**src/rtl/riscv_ex_wb_buffer.sv**
```systemverilog
// EX->WB result FIFO with DIFT tags, newest-first forwarding
// lookup for ID and a saturating tainted write-back counter.
module riscv_ex_wb_buffer #(
    parameter int DEPTH      = 2,
    parameter int DATA_WIDTH = 32,
    parameter int TAG_WIDTH  = 1,
    parameter int CNT_WIDTH  = 16,
    localparam int CW        = $clog2(DEPTH + 1)
) (
    input  logic                  clk,
    input  logic                  rst_n,
    input  logic                  flush_i,
    input  logic                  ex_valid_i,
    output logic                  ex_ready_o,
    input  logic                  ex_we_i,
    input  logic [4:0]            ex_waddr_i,
    input  logic [DATA_WIDTH-1:0] ex_wdata_i,
    input  logic [TAG_WIDTH-1:0]  ex_wdata_tag_i,
    output logic                  wb_valid_o,
    input  logic                  wb_ready_i,
    output logic [4:0]            wb_waddr_o,
    output logic [DATA_WIDTH-1:0] wb_wdata_o,
    output logic [TAG_WIDTH-1:0]  wb_wdata_tag_o,
    input  logic [4:0]            fw_raddr_i,
    output logic                  fw_hit_o,
    output logic [DATA_WIDTH-1:0] fw_wdata_o,
    output logic [TAG_WIDTH-1:0]  fw_tag_o,
    output logic [CW-1:0]         count_o,
    output logic [CNT_WIDTH-1:0]  taint_cnt_o
);

    localparam int PW = (DEPTH > 1) ? $clog2(DEPTH) : 1;
    localparam logic [CW-1:0] FULL = CW'(DEPTH);
    localparam logic [PW-1:0] LAST = PW'(DEPTH - 1);

    logic [4:0]            r_waddr [DEPTH];
    logic [DATA_WIDTH-1:0] r_wdata [DEPTH];
    logic [TAG_WIDTH-1:0]  r_tag   [DEPTH];
    logic [PW-1:0]         r_rd_ptr;
    logic [PW-1:0]         r_wr_ptr;
    logic [CW-1:0]         r_count;
    logic [CNT_WIDTH-1:0]  r_taint;

    logic                  w_full;
    logic                  w_accept;
    logic                  w_push;
    logic                  w_pop;
    logic [PW-1:0]         w_idx;
    logic                  w_fw_hit;
    logic [DATA_WIDTH-1:0] w_fw_wdata;
    logic [TAG_WIDTH-1:0]  w_fw_tag;

    function automatic logic [PW-1:0] f_next(input logic [PW-1:0] p);
        return (p == LAST) ? '0 : p + PW'(1);
    endfunction

    assign w_full     = (r_count == FULL);
    assign ex_ready_o = !w_full || wb_ready_i;
    assign wb_valid_o = (r_count != '0);

    // Beats without a write-back are consumed but never stored
    assign w_accept = ex_valid_i && ex_ready_o;
    assign w_push   = w_accept && ex_we_i && !flush_i;
    assign w_pop    = wb_valid_o && wb_ready_i && !flush_i;

    always_ff @(posedge clk or negedge rst_n) begin
        if (!rst_n) begin
            for (int i = 0; i < DEPTH; i++) begin
                r_waddr[i] <= '0;
                r_wdata[i] <= '0;
                r_tag[i]   <= '0;
            end
        end else if (w_push) begin
            r_waddr[r_wr_ptr] <= ex_waddr_i;
            r_wdata[r_wr_ptr] <= ex_wdata_i;
            r_tag[r_wr_ptr]   <= ex_wdata_tag_i;
        end
    end

    always_ff @(posedge clk or negedge rst_n) begin
        if (!rst_n) begin
            r_rd_ptr <= '0;
            r_wr_ptr <= '0;
            r_count  <= '0;
        end else if (flush_i) begin
            r_rd_ptr <= '0;
            r_wr_ptr <= '0;
            r_count  <= '0;
        end else begin
            if (w_push) r_wr_ptr <= f_next(r_wr_ptr);
            if (w_pop)  r_rd_ptr <= f_next(r_rd_ptr);
            if (w_push && !w_pop)
                r_count <= r_count + CW'(1);
            else if (w_pop && !w_push)
                r_count <= r_count - CW'(1);
        end
    end

    always_ff @(posedge clk or negedge rst_n) begin
        if (!rst_n)
            r_taint <= '0;
        else if (w_pop && (|r_tag[r_rd_ptr]) && (r_taint != '1))
            r_taint <= r_taint + CNT_WIDTH'(1);
    end

    // Walk oldest to newest so the newest match wins
    always_comb begin
        w_fw_hit   = 1'b0;
        w_fw_wdata = '0;
        w_fw_tag   = '0;
        w_idx      = '0;
        for (int i = 0; i < DEPTH; i++) begin
            w_idx = PW'((int'(r_rd_ptr) + i) % DEPTH);
            if ((i < int'(r_count)) && (fw_raddr_i != 5'd0) &&
                (r_waddr[w_idx] == fw_raddr_i)) begin
                w_fw_hit   = 1'b1;
                w_fw_wdata = r_wdata[w_idx];
                w_fw_tag   = r_tag[w_idx];
            end
        end
    end

    assign wb_waddr_o     = r_waddr[r_rd_ptr];
    assign wb_wdata_o     = r_wdata[r_rd_ptr];
    assign wb_wdata_tag_o = r_tag[r_rd_ptr];
    assign fw_hit_o       = w_fw_hit;
    assign fw_wdata_o     = w_fw_wdata;
    assign fw_tag_o       = w_fw_tag;
    assign count_o        = r_count;
    assign taint_cnt_o    = r_taint;

endmodule

```
**config.mk**
```make
export PLATFORM = sky130hd
export DESIGN_NAME = riscv_ex_wb_buffer
export DESIGN_NICKNAME = d
export VERILOG_FILES = /design/src/rtl/riscv_ex_wb_buffer.sv
export SDC_FILE = /design/constraint.sdc
export NUM_CORES = 1
export LEC_CHECK = 0
export CORE_MARGIN = 4
export CORE_UTILIZATION = 40
export DETAILED_ROUTE_END_ITERATION = 12
export HOLD_SLACK_MARGIN = 0.02
export MAX_ROUTING_LAYER = met4
export PLACE_DENSITY = 0.66
export SLEW_MARGIN = 10
export SYNTH_ARGS = -nofsm -noshare
export SYNTH_HDL_FRONTEND = slang
export SYNTH_SLANG_ARGS = --single-unit
```
**constraint.sdc**
```tcl
create_clock -name clk -period 2.97 [get_ports clk]
set_input_delay 0.594 -clock clk [delete_from_list [all_inputs] [get_ports clk]]
set_output_delay 0.594 -clock clk [all_outputs]
set_load 0.02 [all_outputs]
```
==> impl_metrics.csv, run 1 <==
group,metric,value,unit
detailed_routing,vias,5669,
clocking,cts_root_buf,"clkbuf_16",
logic_synthesis,synth_nets,597,
die,die_area,16900,um2
power,seq_power_share,24.8,%
timing,drv_slew,0,
power,vdd_drop_max,456,uV
global_routing,grt_max_degree,54,
setup_path,critPathCaptureType,"output port",
die,io_pins,141,
setup_path,crit_arrival,2.79,ns
logic_synthesis,synth_area_per_cell,11.0,um2
place,dp.cells,853,
clocking,cts_buffer_depth,2,
power,power.total,8.84,mW
logic_synthesis,ys_ff_latch,96,
logic_synthesis,seq_area_frac_synth,40.3,%
die,start_util,40.9,%
timing,fin_crit,3.38,ns
power,pwr-share-comb,59.1,%
detailed_routing,drt-wirelength-per-cell,23.4,um
setup_path,start_kind,"flip-flop",
timing,hold_violations,0,
final_layout,final_nets,758,
logic_synthesis,synth_top_area_share,40.3,%
power,swShare,40.8,%
detailed_routing,met3WireLength,1540,um
place,gp_congestion,0.806,
detailed_routing,top_layer,"met4",
detailed_routing,via_per_inst,6.35,
timing,finalCritPeriodShare,114,%
clocking,clkSlewWorstSetupHoldPaths,0.07,ns
logic_synthesis,ys_top_cells_by_count,"mux2_2 (114), dfrtp_1 (96), o2111ai_1 (64), nand3_1 (38), clkbuf_1 (35)",
timing,finalSetupTns,-11.45,ns
power,p_per_area,962,nW/um2
final_layout,num_antenna_cells,0,
power,p_int,5.24,mW
final_layout,syn_to_final_growth,54.1,%
timing,final.setup.worst_slack,-0.411,ns
detailed_routing,drt_iter0_drc,527,
clocking,cts_made_buffers,9,
detailed_routing,met2WireLength,10100,um
final_layout,drive_above_1_share,44.6,%
logic_synthesis,synth.distinct_cells,37,
hold_path,hp-class,"input pin to async pin",
final_layout,stdcell_area,9190,um2
setup_path,timing.rr.start,"count_o[0]",
global_routing,grt_util_all_layers,24.4,%
logic_synthesis,synth_area_leaders,"dfrtp_1 (40%), mux2_2 (22%), o2111ai_1 (9.4%), a32oi_1 (4.7%), a31oi_1 (3.6%)",
power,leakage,3.50,nW
timing,rsz0062_at_grt,"true",
detailed_routing,wl_met1,8770,um
die,core,14600,um2
setup_path,r2r_end,"taint_cnt_o[15]",
logic_synthesis,syn-instance-count,544,
logic_synthesis,ys_warn_count,0,
die,die_width,130,um
job,maxCapViolCount,0,
logic_synthesis,synth.most_common_cell,"mux2_2",
global_routing,gr-total-overflow,0,
logic_synthesis,async_flop_share,100,%
power,clkPwrFrac,16.1,%
clocking,htreeDepth,3,
clocking,cts_hold_buf,0,
final_layout,instances_no_fill,893,
die,die_h,130,um
timing,fmax,296,MHz
setup_path,r2r_cells,9,
clocking,insertion_delay,0.35,ns
timing,setup_viol,34,
place,placed_cell_area,8080,um2
logic_synthesis,synth_top_flop_cell,"dfrtp_1",
setup_path,path_class,"flip-flop to output port",
detailed_routing,first_pass_iters,7,
place,io_buffers,140,
clocking,tritoncts,"yes",
place,dp_slack,-0.897,ns
detailed_routing,drtAntennaViolNets,0,
setup_path,critPathMaxFanout,13,
detailed_routing,finalWirelength,20900,um
power,power_switching,3.61,mW
timing,hold_ws,0.289,ns
timing,worstMarginPinSlew,0.722,ns
setup_path,rrSetupSlack,0.36,ns
status,violations,"setup timing",
logic_synthesis,synth_area,5970,um2
timing,maxSlewHeadroom,51.8,%
detailed_routing,drcViolationCount,0,
final_layout,fin_util,63.0,%
place,hpwlAfterDp,11500,um
status,status,"finished with violations",
die,placementRows,44,
global_routing,grt_pass1_wl,31200,um
timing,clock_skew,0.00851,ns
setup_path,crit_required,2.38,ns
clocking,cts.sinks,96,
logic_synthesis,synth_edf_count,0,
global_routing,first_global_vias,5668,
logic_synthesis,synth_top_cell_by_area,"dfrtp_1",
global_routing,antenna_found_initial,0,
-- power by group through the flow --
stage | sequential [mW] | combinational (mW) | clock (mW)
floorplan | 2.07 | 2.60 | 0
global placement | 2.13 | 4.35 | 0
detailed placement | 2.16 | 4.41 | 0
CTS | 2.14 | 4.97 | 1.46
global route | 2.24 | 5.50 | 1.51
finish | 2.19 | 5.23 | 1.42
-- placed cells by master (no fill, tap or decap), types with 5 or more instances in the layout --
cell type	instances
a31oi_1	32
a32oi_2	32
buf_12	14
buf_16	10
buf_4	72
buf_6	8
clkbuf_16	13
clkdlybuf4s50_1	91
dfrtp_1	95
dlymetal6s2s_1	11
mux2_2	114
nand2_1	10
nand2b_1	5
nand3_1	32
nand3_2	6
nand4_1	7
nor2_1	9
o2111ai_1	44
o2111ai_2	20
xnor2_1	14
xor2_1	12
-- how the worst max path moves through the flow --
stage | start | endpoint | slack [ns] | cells past startpoint
6_report | r_rd_ptr | fw_wdata_o[27] | -0.41 | 11
5_1_grt | r_rd_ptr | fw_wdata_o[10] | -0.50 | 11
4_1_cts | r_rd_ptr | fw_wdata_o[5] | -0.37 | 10
3_5_place_dp | fw_raddr_i[1] | fw_wdata_o[27] | -0.90 | 8
3_3_place_gp | fw_raddr_i[1] | fw_wdata_o[27] | -0.87 | 8
2_1_floorplan | fw_raddr_i[1] | fw_wdata_o[11] | 0.001 | 7
-- sequential cells by signal, summed over array words and instances, names as in the netlist --
| signal | count |
|---|---|
| r_wdata | 64 |
| r_tag | 2 |
| r_waddr | 10 |
| r_rd_ptr | 1 |
| count_o | 2 |
| taint_cnt_o | 16 |
| r_wr_ptr | 1 |
-- layer usage --
| layer | GRT usage, % | vias up |
|---|---|---|
| met5 | - | - |
| li1 | - | 2498 |
| met3 | 4.91 | 38 |
| met2 | 37.3 | 276 |
| met1 | 31.6 | 2857 |
| met4 | 10.0 | 0 |
-- critical path, cell delays in order (launching register included) --
cell     delay [ns]
dfrtp_4        0.50
buf_12         0.14
mux2i_4        0.19
xnor2_2        0.14
buf_4          0.15
nor4_4         0.29
buf_4          0.20
buf_12         0.14
buf_12         0.14
nand3_1        0.09
a32oi_2        0.27
buf_4          0.19
-- cell type report --
type / instances / area (um2)
inverter: 4 / 15.0
clock buffer: 10 / 239
timing repair buffer: 215 / 2430
clock inverter: 5 / 129
sequential: 96 / 2410
tap: 184 / 230
fill: 1145 / 5400
multi-input combinational: 379 / 3750
-- logic make-up after synthesis --
| family | count (synthesis) | share of synthesized area, % |
|---|---|---|
| adders and majority gates | 4 | 0.839 |
| muxes | 120 | 22.5 |
| AOI/OAI and AO/OA | 136 | 18.4 |
| and+or+nand+nor | 92 | 8.60 |
| xor gates and xnor gates | 27 | 3.96 |
| buffers and inverters | 69 | 5.43 |
| DFF | 96 | 40.3 |
-- timing repair --
action,in CTS,in global routing
gates cloned,10,4
resized for setup,208,46
buffers inserted,9,2
pin swaps,12,14
setup endpoints to repair,67,52
Note: power is estimated with default switching activity, not from simulation.
==> run 2, diff against run 1 <==
CTS_BUF_LIST = sky130_fd_sc_hd__clkbuf_2   (was unset)
==> impl_metrics.csv, run 2 (synthesis gave the netlist of run 1 again) <==
group,metric,value,unit
final_layout,final_common_cell,"mux2_2",
setup_path,crit_required,2.38,ns
final_layout,fillers,1149,
timing,maxSlewHeadroom,51.4,%
timing,setup_viol,44,
power,leakage,3.49,nW
timing,final.setup.worst_slack,-0.710,ns
global_routing,grt_util_all_layers,23.9,%
final_layout,syn_to_final_growth,54.6,%
power,p_per_area,928,nW/um2
die,io_pins,141,
clocking,cts.sinks,96,
setup_path,crit_arrival,3.09,ns
die,die_area,16900,um2
timing,hold_ws,0.514,ns
place,dp.cells,853,
timing,worstMarginPinSlew,0.729,ns
clocking,htreeDepth,3,
final_layout,layout_common_cells,"mux2_2 (111), dfrtp_1 (95), buf_4 (83)",
final_layout,num_antenna_cells,0,
place,gp_congestion,0.806,
final_layout,instances_no_fill,916,
final_layout,largest_register,"r_wdata",
setup_path,path_class,"flip-flop to output port",
setup_path,critPathMaxFanout,4,
die,die_width,130,um
global_routing,grt_pass1_wl,31000,um
detailed_routing,finalWirelength,21600,um
clocking,cts_buffer_depth,2,
hold_path,hp-class,"flip-flop to flip-flop",
job,maxCapViolCount,0,
place,hpwlAfterDp,11500,um
detailed_routing,drt-wirelength-per-cell,23.5,um
final_layout,drive_above_1_share,49.7,%
detailed_routing,first_pass_iters,5,
timing,fmax,272,MHz
timing,hold_violations,0,
status,violations,"setup timing",
place,io_buffers,140,
global_routing,antenna_found_initial,0,
clocking,clkSlewWorstSetupHoldPaths,0.22,ns
timing,drv_slew,0,
setup_path,critPathCaptureType,"output port",
die,placementRows,44,
timing,clock_skew,0.0539,ns
final_layout,largest_register_ffs,64,
detailed_routing,via_per_inst,6.32,
timing,finalCritPeriodShare,124,%
die,start_util,40.9,%
power,vdd_drop_max,437,uV
clocking,cts_root_buf,"clkbuf_2",
detailed_routing,drcViolationCount,0,
detailed_routing,drt_iter0_drc,520,
global_routing,first_global_vias,5752,
global_routing,grt_max_degree,54,
die,core,14600,um2
clocking,cts_made_buffers,9,
die,die_h,130,um
setup_path,start_kind,"flip-flop",
timing,rsz0062_at_grt,"true",
final_layout,final_nets,781,
clocking,insertion_delay,0.61,ns
detailed_routing,drtAntennaViolNets,0,
timing,fin_crit,3.68,ns
detailed_routing,vias,5787,
clocking,tritoncts,"yes",
global_routing,gr-total-overflow,0,
status,status,"finished with violations",
## run 2: final timing paths
check | from | endpoint | slack [ns] | cells past startpoint
max | r_rd_ptr | fw_wdata_o[29] | -0.71 | 10
min | taint_cnt_o[11] | taint_cnt_o[11] | 0.51 | 1
max reg2reg | r_rd_ptr | taint_cnt_o[15] | 0.20 | 10
min reg2reg | taint_cnt_o[11] | taint_cnt_o[11] | 0.51 | 1
max in group asynchronous | rst_n | r_wdata[6] | 1.55 | 3
min in group asynchronous | rst_n | r_wdata[21] | 0.52 | 2
## run 2: power by group
group	internal, mW	switching, mW	leakage [nW]	total, mW
logic	2.67	2.80	2.19	5.47
registers	1.72	0.477	1.20	2.20
clock network	0.440	0.458	0.0996	0.898
total	4.83	3.73	3.49	8.56
## run 2: timing repair
action | CTS | global route
setup endpoints to repair | 67 | 69
gates resized for setup | 308 | 76
hold buffers | 1 | 0
endpoints found under the hold margin | 32 | 0
buffers inserted | 18 | 15
pin swaps | 9 | 16
cloned | 9 | 8
## run 2: metrics by stage
stage / cell area (um2) / setup TNS (ns) / util [%] / total power, mW / worst slack [ns]
after floorplan: 6210 / 0 / - / 4.67 / 0.00145
after global routing: 9230 / -27.69 / 63.2 / 8.95 / -0.842
final: 9230 / -21.85 / 63.2 / 8.56 / -0.710
after global placement: 8080 / -33.68 / 55.4 / 6.48 / -0.871
after detailed placement: 8080 / -34.46 / 55.4 / 6.57 / -0.897
after CTS: 8720 / -26.56 / 59.8 / 7.89 / -0.830
## run 2: critical path, cell delays in order (launching register included)
cell       delay, ns
dfrtp_4         0.54
buf_6           0.14
mux2_4          0.31
xor2_2          0.16
nor4_4          0.28
buf_6           0.18
buf_6           0.12
bufbuf_16       0.26
o2111ai_2       0.14
a32oi_2         0.22
buf_4           0.18
## run 2: final cells by class
class                           instances  area, um2  area share [%]
Multi-Input combinational cell        379       3840            41.6
Clock inverter                          6        133            1.44
Sequential cell                        96       2410            26.1
Clock buffer                            9       45.0           0.488
Tap cell                              184        230            2.50
Timing Repair Buffer                  238       2560            27.7
Inverter                                4       15.0           0.163
## run 2: per-layer routing
layer,vias up,track usage [%],wire (um)
met5,-,-,0
met3,43,5.57,1860
li1,2536,-,-
met4,0,9.23,531
met2,290,37.6,10500
met1,2918,30.0,8720
==> run 3, diff against run 2 <==
CORE_UTILIZATION = 52   (was 40)
PLACE_DENSITY = 0.83   (was 0.66)
RECOVER_POWER = 50   (was unset)
==> impl_metrics.csv, run 3 (synthesis gave the netlist of run 1 again) <==
group,metric,value,unit
status,status,"finished with violations",
status,violations,"setup timing",
setup_path,path_common_cell,"buf_6",
final_layout,drive_above_1_share,43.0,%
timing,setup_viol,34,
hold_path,hp-class,"flip-flop to flip-flop",
final_layout,fin_util,77.9,%
die,core,11000,um2
die,die_area,13300,um2
clocking,cts_root_buf,"clkbuf_2",
timing,maxSlewHeadroom,11.7,%
clocking,htreeDepth,3,
power,vdd_drop_max,527,uV
final_layout,largest_register,"r_wdata",
setup_path,start_kind,"flip-flop",
setup_path,crit_path_max_incr_delay,0.56,ns
die,die_h,115,um
clocking,clkSlewWorstSetupHoldPaths,0.26,ns
clocking,insertion_delay,0.59,ns
timing,fin_crit,3.71,ns
detailed_routing,drt-wirelength-per-cell,22.6,um
place,io_buffers,140,
global_routing,gr-total-overflow,0,
timing,hold_violations,0,
detailed_routing,first_pass_iters,7,
die,start_util,54.1,%
detailed_routing,drt_iter0_drc,606,
detailed_routing,drcViolationCount,0,
power,p_per_area,881,nW/um2
clocking,cts_buffer_depth,2,
timing,drv_slew,0,
timing,finalCritPeriodShare,125,%
final_layout,instances_no_fill,844,
job,maxCapViolCount,0,
die,io_pins,141,
power,leakage,3.22,nW
final_layout,seqCellArea,2410,um2
setup_path,path_cells,"buf_6, mux2_4, xor2_2, nor4_4, buf_6, buf_12, o2111ai_2, a32oi_2, buf_4",
final_layout,layout_common_cells,"mux2_2 (112), dfrtp_1 (95), clkdlybuf4s50_1 (69)",
place,gp_congestion,0.799,
place,hpwlAfterDp,11500,um
setup_path,crit_required,2.38,ns
power,power.total,7.58,mW
detailed_routing,drtAntennaViolNets,0,
setup_path,critPathSlowestCell,"dfrtp_4",
clocking,cts.sinks,96,
final_layout,largest_register_ffs,64,
timing,clock_skew,0.0278,ns
place,placed_cell_area,8030,um2
final_layout,final_nets,751,
global_routing,antenna_found_initial,1,
setup_path,rrSetupSlack,0.12,ns
global_routing,first_global_vias,5725,
place,dp.cells,807,
place,dp_slack,-0.908,ns
clocking,cts_made_buffers,9,
final_layout,multi_input_area,3760,um2
setup_path,crit_arrival,3.12,ns
detailed_routing,finalWirelength,19100,um
die,placementRows,38,
final_layout,final_common_cell,"mux2_2",
clocking,tritoncts,"yes",
setup_path,path_class,"flip-flop to output port",
global_routing,grt_util_all_layers,28.8,%
timing,fmax,270,MHz
global_routing,grt_max_degree,51,
final_layout,stdcell_area,8600,um2
timing,worstMarginPinSlew,1.32,ns
detailed_routing,via_per_inst,6.76,
setup_path,critPathCaptureType,"output port",
detailed_routing,vias,5709,
timing,rsz0062_at_grt,"true",
global_routing,grt_pass1_wl,29700,um
final_layout,fillers,729,
timing,final.setup.worst_slack,-0.740,ns
final_layout,syn_to_final_growth,44.1,%
setup_path,critPathMaxFanout,13,
die,die_width,115,um
run 3: per-stage QoR:
| stage | hold slack, ns | TNS [ns] |
|---|---|---|
| finish | 0.539 | -23.29 |
| global route | 0.545 | -26.65 |
| CTS | 0.541 | -22.72 |
| detailed placement | 0.509 | -34.31 |
| global placement | 0.481 | -32.28 |
| floorplan | 0.298 | 0 |
run 3: area by class of cell:
| type | count | area share, % |
|---|---|---|
| Clock inverter | 7 | 0.451 |
| Tap cell | 140 | 2.04 |
| Antenna cell | 1 | 0.0291 |
| Inverter | 4 | 0.175 |
| Clock buffer | 9 | 0.524 |
| Multi-Input combinational cell | 379 | 43.7 |
| Sequential cell | 96 | 28.0 |
| Timing Repair Buffer | 208 | 25.0 |
run 3: timing repair:
action	CTS	global route
pin swaps	6	20
endpoints found under the setup margin	81	56
gates resized for setup	242	50
gates cloned	5	3
hold buffers	1	0
setup buffers	12	0
endpoints found under the hold margin	27	0
run 3: where the power goes:
group	leakage, nW	internal (mW)	switching [mW]	total [mW]
clock	0.0650	0.104	0.460	0.563
sequential	1.20	1.72	0.471	2.19
combinational	1.95	2.29	2.53	4.82
run 3: path summary, 6_finish.rpt:
kind	startpoint	end	cells after the start
worst max-delay path	r_rd_ptr	fw_wdata_o[10]	9
max in group asynchronous	rst_n	r_wdata[56]	3
min in group asynchronous	rst_n	r_waddr[1]	2
worst max register to register	r_rd_ptr	taint_cnt_o[15]	9
worst min-delay path	taint_cnt_o[14]	taint_cnt_o[14]	1
worst min register to register	taint_cnt_o[14]	taint_cnt_o[14]	1
run 3: per-layer routing:
metal,global-route usage (%),wire [um],vias up
li1,-,-,2494
met1,36.9,7700,2863
met2,47.0,9510,300
met3,3.74,1280,52
met4,10.3,571,0
met5,-,0,-
run 3: critical path, delay by kind of cell (launching register included):
kind,cells,cell delay (ns)
XOR/XNOR,1,0.16
AND/OR/NAND/NOR,1,0.40
AO/OA/AOI/OAI,2,0.41
flip-flops,1,0.56
multiplexers,1,0.32
buffers and inverters,4,0.67
